<file path="src/rtl/key_requester.sv">
// rtl/key_requester.sv - requester side of the key-check interface with parity key build and lockout
module key_requester #(
    parameter int CODE_W         = 7,
    parameter int RESP_LAT       = 3,
    parameter int MAX_TRIES      = 3,
    parameter int LOCKOUT_CYCLES = 16
) (
    input  logic                             clk,
    input  logic                             rst,
    input  logic                             code_valid,
    input  logic [CODE_W-1:0]                code,
    output logic                             code_ready,
    output logic [CODE_W:0]                  key,
    output logic                             key_valid,
    input  logic                             access_granted,
    output logic                             done,
    output logic                             granted,
    output logic                             rejected,
    output logic                             locked_out,
    output logic [$clog2(MAX_TRIES+1)-1:0]   fail_cnt
);

    localparam int FW      = $clog2(MAX_TRIES + 1);
    localparam int CNT_MAX = (RESP_LAT > LOCKOUT_CYCLES) ? RESP_LAT : LOCKOUT_CYCLES;
    localparam int CW      = $clog2(CNT_MAX + 1);

    localparam logic [CW-1:0] PRESENT_LAST = CW'(RESP_LAT - 1);
    localparam logic [CW-1:0] LOCK_LAST    = CW'(LOCKOUT_CYCLES - 1);
    localparam logic [FW-1:0] FAIL_MAX     = FW'(MAX_TRIES);

    typedef enum logic [1:0] {
        S_IDLE,
        S_PRESENT,
        S_LOCKOUT
    } state_t;

    state_t            state, state_nxt;
    logic [CW-1:0]     cnt, cnt_nxt;
    logic [CODE_W:0]   key_nxt;
    logic              key_valid_nxt;
    logic              done_nxt;
    logic              granted_nxt;
    logic              rejected_nxt;
    logic              locked_nxt;
    logic [FW-1:0]     fail_nxt;
    logic [FW-1:0]     fail_inc;
    logic              accept;

    // Gating with rst keeps code_ready low for the whole time reset is held.
    assign code_ready = (state == S_IDLE) && rst;
    assign accept     = code_valid && code_ready;
    assign fail_inc   = (fail_cnt == FAIL_MAX) ? fail_cnt : fail_cnt + FW'(1);

    always_ff @(posedge clk or negedge rst) begin
        if (!rst) begin
            state      <= S_IDLE;
            cnt        <= '0;
            key        <= '0;
            key_valid  <= 1'b0;
            done       <= 1'b0;
            granted    <= 1'b0;
            rejected   <= 1'b0;
            locked_out <= 1'b0;
            fail_cnt   <= '0;
        end else begin
            state      <= state_nxt;
            cnt        <= cnt_nxt;
            key        <= key_nxt;
            key_valid  <= key_valid_nxt;
            done       <= done_nxt;
            granted    <= granted_nxt;
            rejected   <= rejected_nxt;
            locked_out <= locked_nxt;
            fail_cnt   <= fail_nxt;
        end
    end

    always_comb begin
        state_nxt     = state;
        cnt_nxt       = cnt;
        key_nxt       = key;
        key_valid_nxt = key_valid;
        done_nxt      = 1'b0;
        granted_nxt   = granted;
        rejected_nxt  = rejected;
        locked_nxt    = locked_out;
        fail_nxt      = fail_cnt;

        case (state)
            S_IDLE: begin
                if (accept) begin
                    if (code == '0) begin
                        // The controller ignores an all-zero key, so finish locally.
                        done_nxt     = 1'b1;
                        rejected_nxt = 1'b1;
                        granted_nxt  = 1'b0;
                    end else begin
                        key_nxt       = {^code, code};
                        key_valid_nxt = 1'b1;
                        rejected_nxt  = 1'b0;
                        cnt_nxt       = '0;
                        state_nxt     = S_PRESENT;
                    end
                end
            end

            S_PRESENT: begin
                if (cnt == PRESENT_LAST) begin
                    key_nxt       = '0;
                    key_valid_nxt = 1'b0;
                    done_nxt      = 1'b1;
                    granted_nxt   = access_granted;
                    cnt_nxt       = '0;
                    if (access_granted) begin
                        fail_nxt  = '0;
                        state_nxt = S_IDLE;
                    end else begin
                        fail_nxt = fail_inc;
                        if (fail_inc == FAIL_MAX) begin
                            locked_nxt = 1'b1;
                            state_nxt  = S_LOCKOUT;
                        end else begin
                            state_nxt = S_IDLE;
                        end
                    end
                end else begin
                    cnt_nxt = cnt + CW'(1);
                end
            end

            S_LOCKOUT: begin
                if (cnt == LOCK_LAST) begin
                    locked_nxt = 1'b0;
                    fail_nxt   = '0;
                    cnt_nxt    = '0;
                    state_nxt  = S_IDLE;
                end else begin
                    cnt_nxt = cnt + CW'(1);
                end
            end

            default: begin
                state_nxt = S_IDLE;
                cnt_nxt   = '0;
            end
        endcase
    end

endmodule

</file>
<file path="config.mk">
export PLATFORM = sky130hd
export DESIGN_NAME = key_requester
export DESIGN_NICKNAME = d
export VERILOG_FILES = /design/src/rtl/key_requester.sv
export SDC_FILE = /design/constraint.sdc
export NUM_CORES = 1
export LEC_CHECK = 0
export ABC_CLOCK_PERIOD_IN_PS = 4200
export CAP_MARGIN = 20
export CORE_ASPECT_RATIO = 1.2
export CORE_UTILIZATION = 53
export DETAILED_ROUTE_END_ITERATION = 10
export PLACE_DENSITY_LB_ADDON = 0.1
export RECOVER_POWER = 25
export SLEW_MARGIN = 0
export SYNTH_ARGS = -nofsm -noshare
export SYNTH_HDL_FRONTEND = slang
export SYNTH_SLANG_ARGS = --single-unit
</file>
<file path="constraint.sdc">
create_clock -name clk -period 4.2 [get_ports clk]
set_input_delay 0.63 -clock clk [delete_from_list [all_inputs] [get_ports clk]]
set_output_delay 0.63 -clock clk [all_outputs]
set_load 0.01 [all_outputs]
</file>
==> metrics.cfg, run 1 <==
[status]
outcome = finished, final reports clean

[timing]
finalSetupTns_ns = 0
finalCritPeriodShare = 0.6824
final.setup_skew_ns = 0.008341
maxSlewHeadroom = 0.3478
tightest_slew_ns = 0.9782
rsz0062_at_grt = false
fin_crit_ns = 2.866
holdWs_ns = 0.5213
finalMaxSlewViolations = 0
fmax_mhz = 348.9
setup_viol = 0
final_hold_viol_count = 0

[placed_design]
gp_congestion = 0.8062
place.port_buffers = 26
dp_hpwl_mm = 1.935

[grt]
grt_max_degree = 16
grt_pass1_vias = 949
grt_use_total = 0.2320
grt_pass1_wl_mm = 4.153
antenna_found_initial = 0
overflow = 0

[synth]
synthCells = 118
synth-edff-count = 0
synth_cell_types = 38
yosys_warnings = 0
synth_top_area_frac = 0.4422
synth_flop_cell = dfrtp_1
avgSynthCellArea_um2 = 10.55
ys_seq_elements = 22
synth.area.top_cells = dfrtp_1 44%, ha_1 10%, inv_1 5.1%
syn-num-nets = 139
yosys.area.top_type = dfrtp_1
yosysSeqAreaShare = 0.4422
synth.cell_area_mm2 = 0.001245
synthArstFlopShare = 1.000

[floorplanning]
io_pins = 27
die_area_mm2 = 0.002548
die_h_um = 55.09
num_rows = 18
initial_core_util = 0.5819
die_w_um = 46.25
core_area_mm2 = 0.002140

[finish]
multi_input_comb_area_um2 = 616.8
mostFrequentLayoutCell = clkdlybuf4s50_1
fin_util = 0.7333
syn_to_final_growth_pct = 26.03
fillCellCount = 152
ff_latch_area_um2 = 550.5
diodes = 0
nets = 168
layout_common_cells = 25 x clkdlybuf4s50_1, 22 x dfrtp_1, 17 x inv_1, 10 x ha_1
layout-drive-gt1-share = 0.1301

[detailed_routing]
num_vias = 989
drt_iter0_drc = 18
ant_nets = 0
wire_per_inst_um = 14.34
route.detailed.drc = 0
drt_pass1_iterations = 4
viasPerCell = 5.619
drt_wl_total_mm = 2.523

[power]
swShare = 0.4042
vdd_ir_drop_max_uv = 443.1
pwr-share-clk = 0.106
power.total_mw = 1.132
p_comb_frac = 0.597
leakage_nw = 0.7431
p_switching_uw = 457.4
internal_power_uw = 674.1
p_per_area_mw_per_mm2 = 721.2
seqPwrFrac = 0.296

[cts]
clkTransAtPathRegs_ns = 0.12
cts_tree = yes
cts-root-buf = clkbuf_4
cts.sinks = 22
cts_resized = 0
cts_hold_buf = 0
cts_setup_buffers = 0
clk-insertion-delay-late_ns = 0.32
cts_inserted_buffers = 3
htree_num_levels = 1
clock_path_buffers = 2

[min_path]
hp-class = flip-flop to flip-flop
hold_path_end = key[7]$_DFFE_PN0P_
hold_depth = 1
hold_start = key[7]$_DFFE_PN0P_

[setup_path]
path_max_fanout = 13
regToRegEndpoint = key_valid$_DFFE_PN0P_
crit_path_start_kind = input pin
reg2reg_depth = 6
r2r-start = state[1]$_DFFE_PN0P_
end_kind = primary output
criticalPathCategory = input pin to primary output
crit_path_start = rst
arrival_ns = 2.24
crit_required_ns = 3.57
regToRegSetupSlack_ns = 1.66

[run]
maxCapViolations = 0

cell usage after synthesis, drive strengths merged (2+ instances only):
cell type,number
a21boi,7
a21oi,2
a31o,7
a31oi,2
buf,2
dfrtp,22
ha,10
inv,17
mux2,3
mux2i,3
nand2,6
nand2b,2
nand3,3
nor2,3
o21ai,3
o22ai,4
o2bb2ai,2
o31ai,2
xnor2,3
metal layers:
layer / vias up / share of wire / global-route usage
li1: 478 / - / -
met3: 4 / 0.046 / 0.03896
met4: 0 / 0.015 / 0.08824
met2: 31 / 0.53 / 0.4131
met1: 476 / 0.41 / 0.2754
met5: - / 0 / 0
flip-flops by register name, indices dropped and copies added, names as in the netlist:
register / cells
fail_cnt: 2
rejected: 1
key: 8
key_valid: 1
locked_out: 1
state: 2
granted: 1
cnt: 5
done: 1
area by class of cell:
type | count | share of cell area
inverters | 17 | 0.04067
multi-input cells | 76 | 0.3931
clock buffers | 4 | 0.02313
repair buffers | 27 | 0.1683
well taps | 30 | 0.02392
flip-flops and latches | 22 | 0.3509
power groups by stage:
stage	registers, mW	clock network (mW)	logic [mW]
finish	0.335	0.120	0.676
global route	0.345	0.128	0.736
CTS	0.336	0.122	0.679
detailed placement	0.340	0	0.676
global placement	0.336	0	0.657
floorplan	0.365	0	0.427
metrics by stage:
| step | instance area [um2] | cells | setup slack (ns) |
|---|---|---|---|
| 2_1_floorplan | 1245 | 118 | 2.264 |
| 3_3_place_gp | 1536 | 172 | 1.204 |
| 4_1_cts | 1573 | 176 | 1.371 |
| 5_1_grt | 1569 | 176 | 1.133 |
| 6_report | 1569 | 176 | 1.334 |
| 3_5_place_dp | 1536 | 172 | 1.104 |
worst max-delay path, cell delays in order:
cell and delay, ns:
dlygate4sd3_1 0.87, and2_1 0.21, clkdlybuf4s50_1 0.53
worst max-delay path by stage:
| stage | endpoint | slack (ns) |
|---|---|---|
| 2_1_floorplan | key[4]$_DFFE_PN0P_ | 2.26 |
| 3_5_place_dp | key_valid$_DFFE_PN0P_ | 1.10 |
| 4_1_cts | code_ready | 1.37 |
| 3_3_place_gp | key[7]$_DFFE_PN0P_ | 1.20 |
| 5_1_grt | key[7]$_DFFE_PN0P_ | 1.13 |
| 6_report | code_ready | 1.33 |
cells by family after synthesis:
group	Yosys count	synth area share
xor gates and xnor gates	3	0.02111
muxes	6	0.05427
AOI/OAI and AO/OA	34	0.2111
DFF	22	0.4422
and+or+nand+nor	23	0.1086
adders and majority gates	10	0.1005
buffers and inverters	20	0.06231
No activity file was read; power rests on OpenSTA's default activity.
==> run 2, diff against run 1 <==
--- a/config.mk
+++ b/config.mk
@@ -5,10 +5,10 @@
 export SDC_FILE = /design/constraint.sdc
 export NUM_CORES = 1
 export LEC_CHECK = 0
-export ABC_CLOCK_PERIOD_IN_PS = 4200
+export ABC_CLOCK_PERIOD_IN_PS = 2400
 export CAP_MARGIN = 20
 export CORE_ASPECT_RATIO = 1.2
-export CORE_UTILIZATION = 53
+export CORE_UTILIZATION = 45
 export DETAILED_ROUTE_END_ITERATION = 10
 export PLACE_DENSITY_LB_ADDON = 0.1
 export RECOVER_POWER = 25
==> constraint.sdc (replaced) <==
create_clock -name clk -period 2.4 [get_ports clk]
set_input_delay 0.36 -clock clk [delete_from_list [all_inputs] [get_ports clk]]
set_output_delay 0.36 -clock clk [all_outputs]
set_load 0.01 [all_outputs]
==> metrics.cfg, run 2 (synthesis gave the netlist of run 1 again) <==
[status]
outcome = finished, final reports clean

[setup_path]
path_max_fanout = 6  ; -7
crit_path_start_kind = flip-flop
regToRegEndpoint = key[7]$_DFFE_PN0P_
crit_required_ns = 2.04  ; -1.53 ns
end_kind = primary output
r2r-start = cnt[0]$_DFFE_PN0P_
critical_path.endpoint = code_ready
regToRegSetupSlack_ns = 0.44  ; -1.22 ns
arrival_ns = 1.80  ; -0.44 ns
reg2reg_depth = 6  ; unchanged
crit_path_start = state[0]$_DFFE_PN0P_
criticalPathCategory = flip-flop to primary output

[finish]
layout_common_cells = 25 x clkdlybuf4s50_1, 22 x dfrtp_1, 17 x inv_1, 10 x ha_1
syn_to_final_growth_pct = 28.44
diodes = 0  ; unchanged
mostFrequentLayoutCell = clkdlybuf4s50_1
nets = 172  ; +2.4%
layout-drive-gt1-share = 0.1467  ; +0.01653
largest_register = key
stdcell_count = 183  ; +4.0%
reg_top3 = key x8, cnt x5
final_area_mm2 = 0.001599  ; +1.9%
fillCellCount = 223  ; +47%
largest_reg_flops = 8  ; unchanged

[timing]
maxSlewHeadroom = 0.5958  ; +0.2480
final_hold_viol_count = 0  ; unchanged
final.setup_skew_ns = 0.003120  ; -0.005221 ns
fin_crit_ns = 2.156
finalMaxSlewViolations = 0  ; unchanged
setup_viol = 0  ; unchanged
tightest_slew_ns = 0.6063  ; -0.3719 ns
rsz0062_at_grt = false
holdWs_ns = 0.3467  ; -0.1746 ns
finalSetupTns_ns = 0  ; unchanged
finalCritPeriodShare = 0.8985
fmax_mhz = 463.8
setup_ws_ns = 0.2437  ; -1.090 ns

[power]
p_per_area_mw_per_mm2 = 1256  ; +74%
vdd_ir_drop_max_uv = 603.3  ; +36%
leakage_nw = 0.7589  ; +2.1%

[cts]
cts_inserted_buffers = 3  ; unchanged
htree_num_levels = 1  ; unchanged
cts-root-buf = clkbuf_4
cts.sinks = 22  ; unchanged
clkTransAtPathRegs_ns = 0.13  ; about the same
cts_hold_buf = 0  ; unchanged
clk-insertion-delay-late_ns = 0.30  ; -0.02 ns
clock_path_buffers = 2  ; unchanged
cts_resized = 0  ; unchanged
cts_setup_buffers = 0  ; unchanged
cts_tree = yes

[grt]
grt_use_total = 0.1853  ; -0.04675
grt_max_degree = 16  ; unchanged
overflow = 0  ; unchanged
grt_pass1_vias = 1012  ; +6.6%
grt_pass1_wl_mm = 4.229  ; +1.8%
antenna_found_initial = 0  ; unchanged

[placed_design]
postPlaceCellArea_mm2 = 0.001570  ; +2.2%
place.port_buffers = 26  ; unchanged
dp_slack_ns = 0.2398  ; -0.8643 ns
dp_hpwl_mm = 1.924  ; -0.58%
dp_cells = 179  ; +4.1%
gp_congestion = 0.8158  ; +1.2%

[detailed_routing]
drt_pass1_iterations = 4  ; unchanged
route.detailed.drc = 0  ; unchanged
ant_nets = 0  ; unchanged
drt_iter0_drc = 14  ; -4
viasPerCell = 5.372  ; -4.4%
num_vias = 983  ; -0.61%
drt_wl_total_mm = 2.420  ; -4.1%
wire_per_inst_um = 13.22  ; -7.8%

[floorplanning]
die_area_mm2 = 0.002982  ; +17%
initial_core_util = 0.4830  ; -0.09886
core_area_mm2 = 0.002577  ; +20%
die_h_um = 59.62  ; +8.2%
io_pins = 27  ; unchanged
num_rows = 20  ; +2
die_w_um = 50.02  ; +8.2%

[run]
maxCapViolations = 0  ; unchanged

[min_path]
hp-class = input pin to asynchronous set/reset pin

-- run 2: cell type report --
class | count | area, um2 | area share
Timing Repair Buffer | 31 | 290.3 | 0.1815
Sequential cell | 22 | 550.5 | 0.3443
Tap cell | 33 | 41.29 | 0.02582
Inverter | 17 | 63.81 | 0.03991
Clock buffer | 4 | 36.28 | 0.02269
Multi-Input combinational cell | 76 | 616.8 | 0.3858
-- run 2: worst min path at each step --
stage	end	slack, ns	cells past startpoint
global route	key[1]$_DFFE_PN0P_	0.34	1
floorplan	cnt[0]$_DFFE_PN0P_	0.06	0
finish	key[6]$_DFFE_PN0P_	0.35	1
CTS	key[6]$_DFFE_PN0P_	0.28	1
detailed placement	rejected$_DFFE_PN0P_	0.47	1
global placement	rejected$_DFFE_PN0P_	0.47	1
-- run 2: power breakdown --
group          switching (mW)  internal (mW)
Clock                   0.116         0.0925
Sequential             0.0746          0.511
Combinational           0.600          0.613
-- run 2: metal layers --
metal | GRT usage | wire, um | up-vias
met2 | 0.3276 | 1235 | 18
met5 | 0 | 0 | -
met3 | 0.03077 | 68 | 2
met4 | 0.07347 | 19 | 0
li1 | - | - | 485
met1 | 0.2222 | 1096 | 478
-- run 2: per-stage QoR --
step	utilization	power, mW
floorplan	-	1.385
global placement	0.6092	1.801
detailed placement	0.6092	1.826
CTS	0.6233	2.036
global route	0.6204	2.168
finish	0.6204	2.009
-- run 2: critical path: stages (launching register included) --
cell and delay, ns:
dfrtp_1 0.41, inv_1 0.11, ha_1 0.27, and2_1 0.17, clkdlybuf4s50_1 0.53
